`config.mk`:
```
export PLATFORM = sky130hd
export DESIGN_NAME = ysyx_23060332_mem_arb
export DESIGN_NICKNAME = d
export VERILOG_FILES = /design/src/rtl/ysyx_23060332_mem_arb_pkg.sv /design/src/rtl/ysyx_23060332_mem_arb.sv
export SDC_FILE = /design/constraint.sdc
export NUM_CORES = 1
export LEC_CHECK = 0
export CORE_MARGIN = 8
export CORE_UTILIZATION = 35
export CTS_CLUSTER_DIAMETER = 120
export DETAILED_ROUTE_END_ITERATION = 12
export GPL_TIMING_DRIVEN = 1
export MAX_ROUTING_LAYER = met4
export PLACE_DENSITY = 0.85
export RECOVER_POWER = 50
export SLEW_MARGIN = 20
export SYNTH_ARGS = -nofsm -noshare
export SYNTH_HDL_FRONTEND = slang
export SYNTH_SLANG_ARGS = --single-unit
```
`constraint.sdc`:
```
create_clock -name clk -period 2.78 [get_ports clk]
set_clock_uncertainty 0.05 [all_clocks]
set_input_delay 0.417 -clock clk [delete_from_list [all_inputs] [get_ports clk]]
set_output_delay 0.417 -clock clk [all_outputs]
set_load 0.05 [all_outputs]
```
`src/rtl/ysyx_23060332_mem_arb_pkg.sv`:
```
// Shared widths, constants and FSM encodings for the IFU/LSU memory arbiter.
package ysyx_23060332_mem_arb_pkg;

    localparam int unsigned ADDR_W = 32;
    localparam int unsigned DATA_W = 32;
    localparam int unsigned MASK_W = 8;
    localparam int unsigned CNT_W  = 4;

    localparam logic [DATA_W-1:0] ZERO_WORD = '0;

    typedef enum logic [1:0] {
        ST_IDLE,
        ST_WAIT,
        ST_ACCESS,
        ST_RESP
    } arb_state_e;

    typedef enum logic {
        OWN_IFU,
        OWN_LSU
    } arb_owner_e;

endpackage

```
`src/rtl/ysyx_23060332_mem_arb.sv`:
```
// Round-robin arbiter serialising IFU fetches and LSU loads/stores onto a single
// memory port, one transaction outstanding at a time.
module ysyx_23060332_mem_arb
    import ysyx_23060332_mem_arb_pkg::*;
#(
    parameter int unsigned LATENCY = 1
) (
    input  logic              clk,
    input  logic              rst,

    input  logic              ifu_req_valid,
    output logic              ifu_req_ready,
    input  logic [ADDR_W-1:0] ifu_addr,
    output logic              ifu_rsp_valid,
    input  logic              ifu_rsp_ready,
    output logic [DATA_W-1:0] ifu_rdata,

    input  logic              lsu_req_valid,
    output logic              lsu_req_ready,
    input  logic              lsu_wen,
    input  logic [ADDR_W-1:0] lsu_addr,
    input  logic [DATA_W-1:0] lsu_wdata,
    input  logic [MASK_W-1:0] lsu_wmask,
    output logic              lsu_rsp_valid,
    input  logic              lsu_rsp_ready,
    output logic [DATA_W-1:0] lsu_rdata,

    output logic              mem_valid,
    output logic              mem_ren,
    output logic              mem_wen,
    output logic [ADDR_W-1:0] mem_raddr,
    output logic [ADDR_W-1:0] mem_waddr,
    output logic [DATA_W-1:0] mem_wdata,
    output logic [MASK_W-1:0] mem_wmask,
    input  logic [DATA_W-1:0] mem_rdata
);

    localparam logic [CNT_W-1:0] WAIT_CYCLES = CNT_W'(LATENCY - 1);

    arb_state_e        state_q, state_d;
    arb_owner_e        owner_q, owner_d;
    arb_owner_e        last_q,  last_d;
    logic [CNT_W-1:0]  cnt_q,   cnt_d;
    logic [ADDR_W-1:0] addr_q,  addr_d;
    logic              wen_q,   wen_d;
    logic [DATA_W-1:0] wdata_q, wdata_d;
    logic [MASK_W-1:0] wmask_q, wmask_d;
    logic [DATA_W-1:0] rsp_q,   rsp_d;

    logic grant_ifu;
    logic grant_lsu;
    logic accept;
    logic in_access;
    logic in_resp;
    logic owner_ready;

    // On a tie the requester that did not win last time gets the slot.
    assign grant_ifu = ifu_req_valid && (!lsu_req_valid || (last_q == OWN_LSU));
    assign grant_lsu = lsu_req_valid && !grant_ifu;

    // Every output is masked by rst so an in-flight store can never reach memory.
    assign ifu_req_ready = !rst && (state_q == ST_IDLE) && grant_ifu;
    assign lsu_req_ready = !rst && (state_q == ST_IDLE) && grant_lsu;
    assign accept        = ifu_req_ready || lsu_req_ready;

    assign in_access = !rst && (state_q == ST_ACCESS);
    assign in_resp   = !rst && (state_q == ST_RESP);

    assign mem_valid = in_access;
    assign mem_ren   = in_access && !wen_q;
    assign mem_wen   = in_access && wen_q;
    assign mem_raddr = in_access ? addr_q  : '0;
    assign mem_waddr = in_access ? addr_q  : '0;
    assign mem_wdata = in_access ? wdata_q : '0;
    assign mem_wmask = in_access ? wmask_q : '0;

    assign ifu_rsp_valid = in_resp && (owner_q == OWN_IFU);
    assign lsu_rsp_valid = in_resp && (owner_q == OWN_LSU);
    assign ifu_rdata     = ifu_rsp_valid ? rsp_q : ZERO_WORD;
    assign lsu_rdata     = lsu_rsp_valid ? rsp_q : ZERO_WORD;

    assign owner_ready = (owner_q == OWN_IFU) ? ifu_rsp_ready : lsu_rsp_ready;

    always_comb begin
        state_d = state_q;
        owner_d = owner_q;
        last_d  = last_q;
        cnt_d   = cnt_q;
        addr_d  = addr_q;
        wen_d   = wen_q;
        wdata_d = wdata_q;
        wmask_d = wmask_q;
        rsp_d   = rsp_q;
        unique case (state_q)
            ST_IDLE: begin
                if (accept) begin
                    owner_d = grant_ifu ? OWN_IFU : OWN_LSU;
                    last_d  = grant_ifu ? OWN_IFU : OWN_LSU;
                    addr_d  = grant_ifu ? ifu_addr : lsu_addr;
                    wen_d   = grant_lsu && lsu_wen;
                    wdata_d = grant_lsu ? lsu_wdata : ZERO_WORD;
                    wmask_d = grant_lsu ? lsu_wmask : '0;
                    cnt_d   = WAIT_CYCLES;
                    state_d = (WAIT_CYCLES == '0) ? ST_ACCESS : ST_WAIT;
                end
            end
            ST_WAIT: begin
                if (cnt_q <= CNT_W'(1)) begin
                    cnt_d   = '0;
                    state_d = ST_ACCESS;
                end else begin
                    cnt_d = cnt_q - CNT_W'(1);
                end
            end
            ST_ACCESS: begin
                rsp_d   = wen_q ? ZERO_WORD : mem_rdata;
                state_d = ST_RESP;
            end
            ST_RESP: begin
                if (owner_ready) begin
                    state_d = ST_IDLE;
                end
            end
            default: state_d = ST_IDLE;
        endcase
    end

    always_ff @(posedge clk) begin
        if (rst) begin
            state_q <= ST_IDLE;
            owner_q <= OWN_IFU;
            last_q  <= OWN_LSU;
            cnt_q   <= '0;
            addr_q  <= '0;
            wen_q   <= 1'b0;
            wdata_q <= '0;
            wmask_q <= '0;
            rsp_q   <= '0;
        end else begin
            state_q <= state_d;
            owner_q <= owner_d;
            last_q  <= last_d;
            cnt_q   <= cnt_d;
            addr_q  <= addr_d;
            wen_q   <= wen_d;
            wdata_q <= wdata_d;
            wmask_q <= wmask_d;
            rsp_q   <= rsp_d;
        end
    end

endmodule

```
Yosys cells after proc, flatten, opt, wreduce, memory -nomap -nowiden
Index checks and enable logic that the tools add are counted.
{ "totals": {"regBits": 113, "wordCells": 59, "out_inout_bits": 175, "inputBits": 143} }
{ "op_classes": {"eq_ne": 6, "reduce_logical": 23, "bitwise": 1, "order_cmp": 1, "n_addsub": 1, "mux": 18} }
{ "op_table": {"columns": ["operator", "n"], "rows": [
  ["$mux 32", 7],
  ["$mux 8", 2],
  ["$logic_and 1x1->1", 12],
  ["$mux 4", 2],
  ["$pmux 2 s4", 1],
  ["$pmux 4 s2", 1],
  ["$mux 2", 3],
  ["$ne 2x2->1 const B", 3],
  ["$eq 2x2->1 const B", 2],
  ["$le 4x1->1 const B", 1],
  ["$logic_not 1->1", 4],
  ["$reduce_and 2->1", 2],
  ["$sub 4x1->4 const B", 1],
  ["$reduce_and 3->1", 1],
  ["$eq 2x1->1 const B", 1],
  ["$logic_not 2->1", 1],
  ["$logic_or 1x1->1", 2],
  ["$mux 1", 2],
  ["$reduce_bool 2->1", 1],
  ["$not 1->1", 1]
]} }

Depth between registers and ports, before layout
{ "depth": {"depth_word": 9, "mapped_depth": 6, "ltp_nobuf": 6} }

Worst setup path before layout
OpenSTA, ideal clock, no wires.
{ "synth_path": {"path_kind": "register to output", "from": "reg state_q[1]", "to": "out mem_wdata[29]", "t_required_ps": 2313, "path_buffers": 1, "path_stages_with_launch": 5, "arrival_time_ps": 1881, "path_slack_ps": 432, "cell_sequence": "dfxtp_1 > inv_2 > nor3_1 > clkbuf_1 > and2_1"} }
{ "synth_via": {"elab_chain_cells": 3} }
{ "synth_rtl": {"columns": ["element", "line", "rtl"], "rows": [
  ["from (decl)", "ysyx_23060332_mem_arb.sv:40", "arb_state_e state_q, state_d;"],
  ["from (signal assigned)", "ysyx_23060332_mem_arb.sv:140", "state_q <= state_d;"],
  ["$eq 2x2->1", "ysyx_23060332_mem_arb.sv:66", "assign in_access = !rst && (state_q == ST_ACCESS);"],
  ["$logic_and 1x1->1", "ysyx_23060332_mem_arb.sv:66", null],
  ["via mem_valid", "ysyx_23060332_mem_arb.sv:28", "output logic mem_valid,"],
  ["$mux 32", "ysyx_23060332_mem_arb.sv:74", "assign mem_wdata = in_access ? wdata_q : '0;"],
  ["to (decl)", "ysyx_23060332_mem_arb.sv:33", "output logic [DATA_W-1:0] mem_wdata,"]
]} }
The timed path passes the listed nets, and every way through them passes these cells.

Final worst setup path
{ "layout_path": {"from": "reg state_q[1]", "to": "out mem_waddr[29]"} }
{ "layout_via": {"elab_chain_cells": 3} }
{ "layout_rtl": {"columns": ["element", "line", "rtl"], "rows": [
  ["$eq 2x2->1", "ysyx_23060332_mem_arb.sv:66", null],
  ["$logic_and 1x1->1", "ysyx_23060332_mem_arb.sv:66", null],
  ["$mux 32", "ysyx_23060332_mem_arb.sv:73", "assign mem_waddr = in_access ? addr_q : '0;"],
  ["to (decl)", "ysyx_23060332_mem_arb.sv:32", "output logic [ADDR_W-1:0] mem_waddr,"]
]} }
Every way passes these cells.

==> summary.md <==
| Metric | Value |
|---|---|
| IO Pins | ~320 |
| Status | complete, no violations |
| Leakage | 4.163 nW |
| Number of global-route vias before repair | 5777 |
| Worst Hold Launch | rst |
| Worst setup path startpoint | state_q[1]$_SDFFE_PP0P_ |
| Nets | 1038 |
| Library cells used by synthesis | 33 |
| Pre-antenna DRT Iters | 4 |
| Setup_tns | 0 ns |
| Initial antenna violation count | 0 |
| Slew margin rel. | 0.5210 |
| Die Height | between 100 and 150 um |
| Min Tclk post-route | roughly 2.6 ns |
| Slowest stage delay, CP | 0.48 ns |
| Drt via density | 5.032 |
| Die area | 0.01945 sq mm |
| Period utilization | 0.9245 |
| Setup crit start kind | register |
| RSZ-0062 raised after global routing | false |
| Share of cells above drive strength 1 | 0.2594 |
| DIE WIDTH | 139.5 um |
| DRT Wirelength | 21350 um |
| Final ANT Viol Nets | 0 |
| Final slew viol count | 0 |
| Clock transition at path regs | 0.05 ns |
| Worst EP required | 2.31 ns |
| DRC Markers | 0 |
| Final hold violation count | 0 |
| Fmax | 389.1 MHz |
| Grt total ovfl | 0 |
| WL/cell | between 15 and 20 um |
| Initial DRC count | 231 |
| Post-route worst setup slack | 0.2098 ns |
| Core area | 0.01503 sq mm |
| First-pass GRT wire length | 33020 um |
| Initial Util | 0.3550 |
| Max Fanout on Critical Path | 39 |
| Cells after Synth | 625 |
| FF-to-FF path depth | 5 |
| WP data arrival | 2.10 ns |
| Tightest Hold Check Type | in2reg |
| Slowest CP cell | dfxtp_1 |
| Syn Nets | 770 |
| Synth warn | 0 |
| R2R Path Start | state_q[0]$_SDFFE_PP0P_ |
| Site Rows | 45 |
| Largest net degree at the start of global routing | 65 |
| Dpl hpwl | around 16000 um |
| Area grow syn2layout | 100.1% |
| CP Cell Sequence | inv_2 -> nor3_2 -> buf_6 -> and2_1 -> buf_12 |
| Mapped Avg Cell Area | 8.538 sq um |
| Crit. End Element | output port |
| Register-to-register setup slack | 0.50 ns |
| CTS Root Buffer Type | clkbuf_16 |
| Top FF cell, synth | dfxtp_1 |
| Asr flop ratio synth | 0 |
| CTS tree | built |
| R2R Path End | wdata_q[19]$_SDFFE_PP0P_ |
| DR vias | 5505 |
| Cts bufs inserted | 17 |
| Clk Latency, worst-skew pair | 0.41 ns |
| Max-cap violations | 0 |
| Kind of critical path | reg2out |
| #FFs+latches synth | between 100 and 150 |
| Peak supply drop | 0.0003945 V |
| Antenna Cells | 0 |
| Hold_buf cts | 0 |
| EDFF count, synth | 0 |
| Hold depth | 2 |
| Total track usage | 0.2243 |
| Deepest clock path buffer count | 2 |
| Final GP Congestion | 0.8206 |
| Final setup fails | 0 |
| Pwr dens | between 400 and 500 mW/mm^2 |
| Post-synthesis sequential area ratio | 0.4239 |
| Synthesized area | 0.005336 sq mm |
| IO Port Bufs | 317 |
| WHS Endpoint | addr_q[24]$_SDFFE_PP0P_ |
| Clock Sinks | 113 |
| Pre-CTS setup slack | 0.3783 ns |
| Worst-Margin Slew | 0.7185 ns |
| H-tree levels | 4 |
==> cells by family (layout without fill, tap and decap cells) <==
| group | after synthesis | after routing | synth area share |
|---|---|---|---|
| flops | 113 | 113 | 0.4239 |
| compound gates | 123 | 123 | 0.1829 |
| xor+xnor | 1 | 1 | 0.001642 |
| fa+ha+maj | 2 | 2 | 0.004689 |
| buf+inv | 90 | 371 | 0.09824 |
| mux | 1 | 1 | 0.001876 |
| simple gates | 295 | 295 | 0.2868 |
==> per-stage QoR <==
stage	std cells	area, sq um	hold slack, ns	total power, W	utilization
after CTS	1094	10730	0.3048	0.004800	0.7136
after global routing	1094	10680	0.3087	0.004931	0.7103
after floorplan	625	5336	0.3976	0.002245	-
final	1094	10680	0.3134	0.004730	0.7103
after global placement	1062	10150	0.4114	0.002656	0.6752
after detailed placement	1062	10150	0.4146	0.002680	0.6752
==> cells in the mapped netlist (all sizes together), types with 5 or more instances <==
cell    instances  share of area
o21ai           6         0.0056
and2          138           0.16
dfxtp         113           0.42
a22o           32          0.053
a22oi          41          0.058
a311oi         32          0.053
a21oi           6         0.0056
clkbuf         22          0.017
buf            62          0.077
nor3            5         0.0056
inv             6         0.0042
nand2          69          0.049
nor2           75          0.053
==> worst max-delay path: cells and delay by family, from the launching register on <==
| kind | cells | cell delay, ns |
|---|---|---|
| flops | 1 | 0.48 |
| buf+inv | 3 | 0.62 |
| simple gates | 2 | 0.57 |
==> what timing repair did <==
item | 4_1_cts | 5_1_grt
setup buffers | 0 | 0
endpoints found under the setup margin | 0 | 64
resized for setup | 0 | 4
==> sequential cells by signal, summed over array words and instances (netlist names) <==
signal   count
wdata_q     32
state_q      2
wmask_q      8
owner_q      1
cnt_q        4
wen_q        1
addr_q      32
rsp_q       32
last_q       1
==> worst max-delay path by stage <==
stage                     cells past startpoint                  endpoint  slack, ns
after CTS                                     5             mem_raddr[31]       0.04
after global placement                        3             lsu_req_ready       0.46
after global routing                          5             mem_waddr[26]       0.02
after floorplan                               4             mem_wdata[29]       0.43
after detailed placement                      5  wdata_q[12]$_SDFFE_PP0P_       0.38
final                                         5             mem_waddr[29]       0.21
==> per-layer routing <==
metal | track usage | routed length (um) | vias to the layer above
li1 | - | - | 2628
met3 | 0.07285 | 1662 | 31
met2 | 0.3956 | 11340 | 218
met4 | 0.09243 | 515 | 0
met5 | - | 0 | -
met1 | 0.2258 | 7833 | 2628
==> cells in the final DEF, fill, tap and decap left out, types with 3 or more instances in the layout <==
cell type | synthesis | routed
a21oi_1 | 6 | 5
a22o_1 | 32 | 32
a22oi_1 | 41 | 41
a311oi_1 | 32 | 32
and2_0 | 0 | 21
and2_1 | 138 | 114
and2_2 | 0 | 3
buf_12 | 0 | 174
buf_4 | 33 | 10
clkbuf_1 | 16 | 3
clkbuf_16 | 0 | 17
clkbuf_2 | 6 | 5
clkbuf_8 | 0 | 5
clkdlybuf4s50_1 | 0 | 140
clkinv_2 | 0 | 4
clkinvlp_4 | 0 | 4
dfxtp_1 | 113 | 113
inv_1 | 4 | 4
nand2_1 | 69 | 69
nor2_1 | 75 | 75
nor3_1 | 4 | 3
o21ai_0 | 4 | 5
==> report_power, final <==
part	total, W	internal (W)	switching [W]
Combinational	0.000844	0.000423	0.000421
Clock	0.00209	0.00134	0.000752
Sequential	0.00179	0.00173	0.0000668
==> layout make-up <==
| type | count | area (sq um) |
|---|---|---|
| multi-input cells | 422 | 2566 |
| fillers | 1029 | 4355 |
| clock inverters | 9 | 80.08 |
| well taps | 188 | 235.2 |
| inverters | 6 | 22.52 |
| clock buffers | 23 | 498.0 |
| flip-flops and latches | 113 | 2262 |
| repair buffers | 333 | 5014 |
No activity file was read; power rests on OpenSTA's default activity.
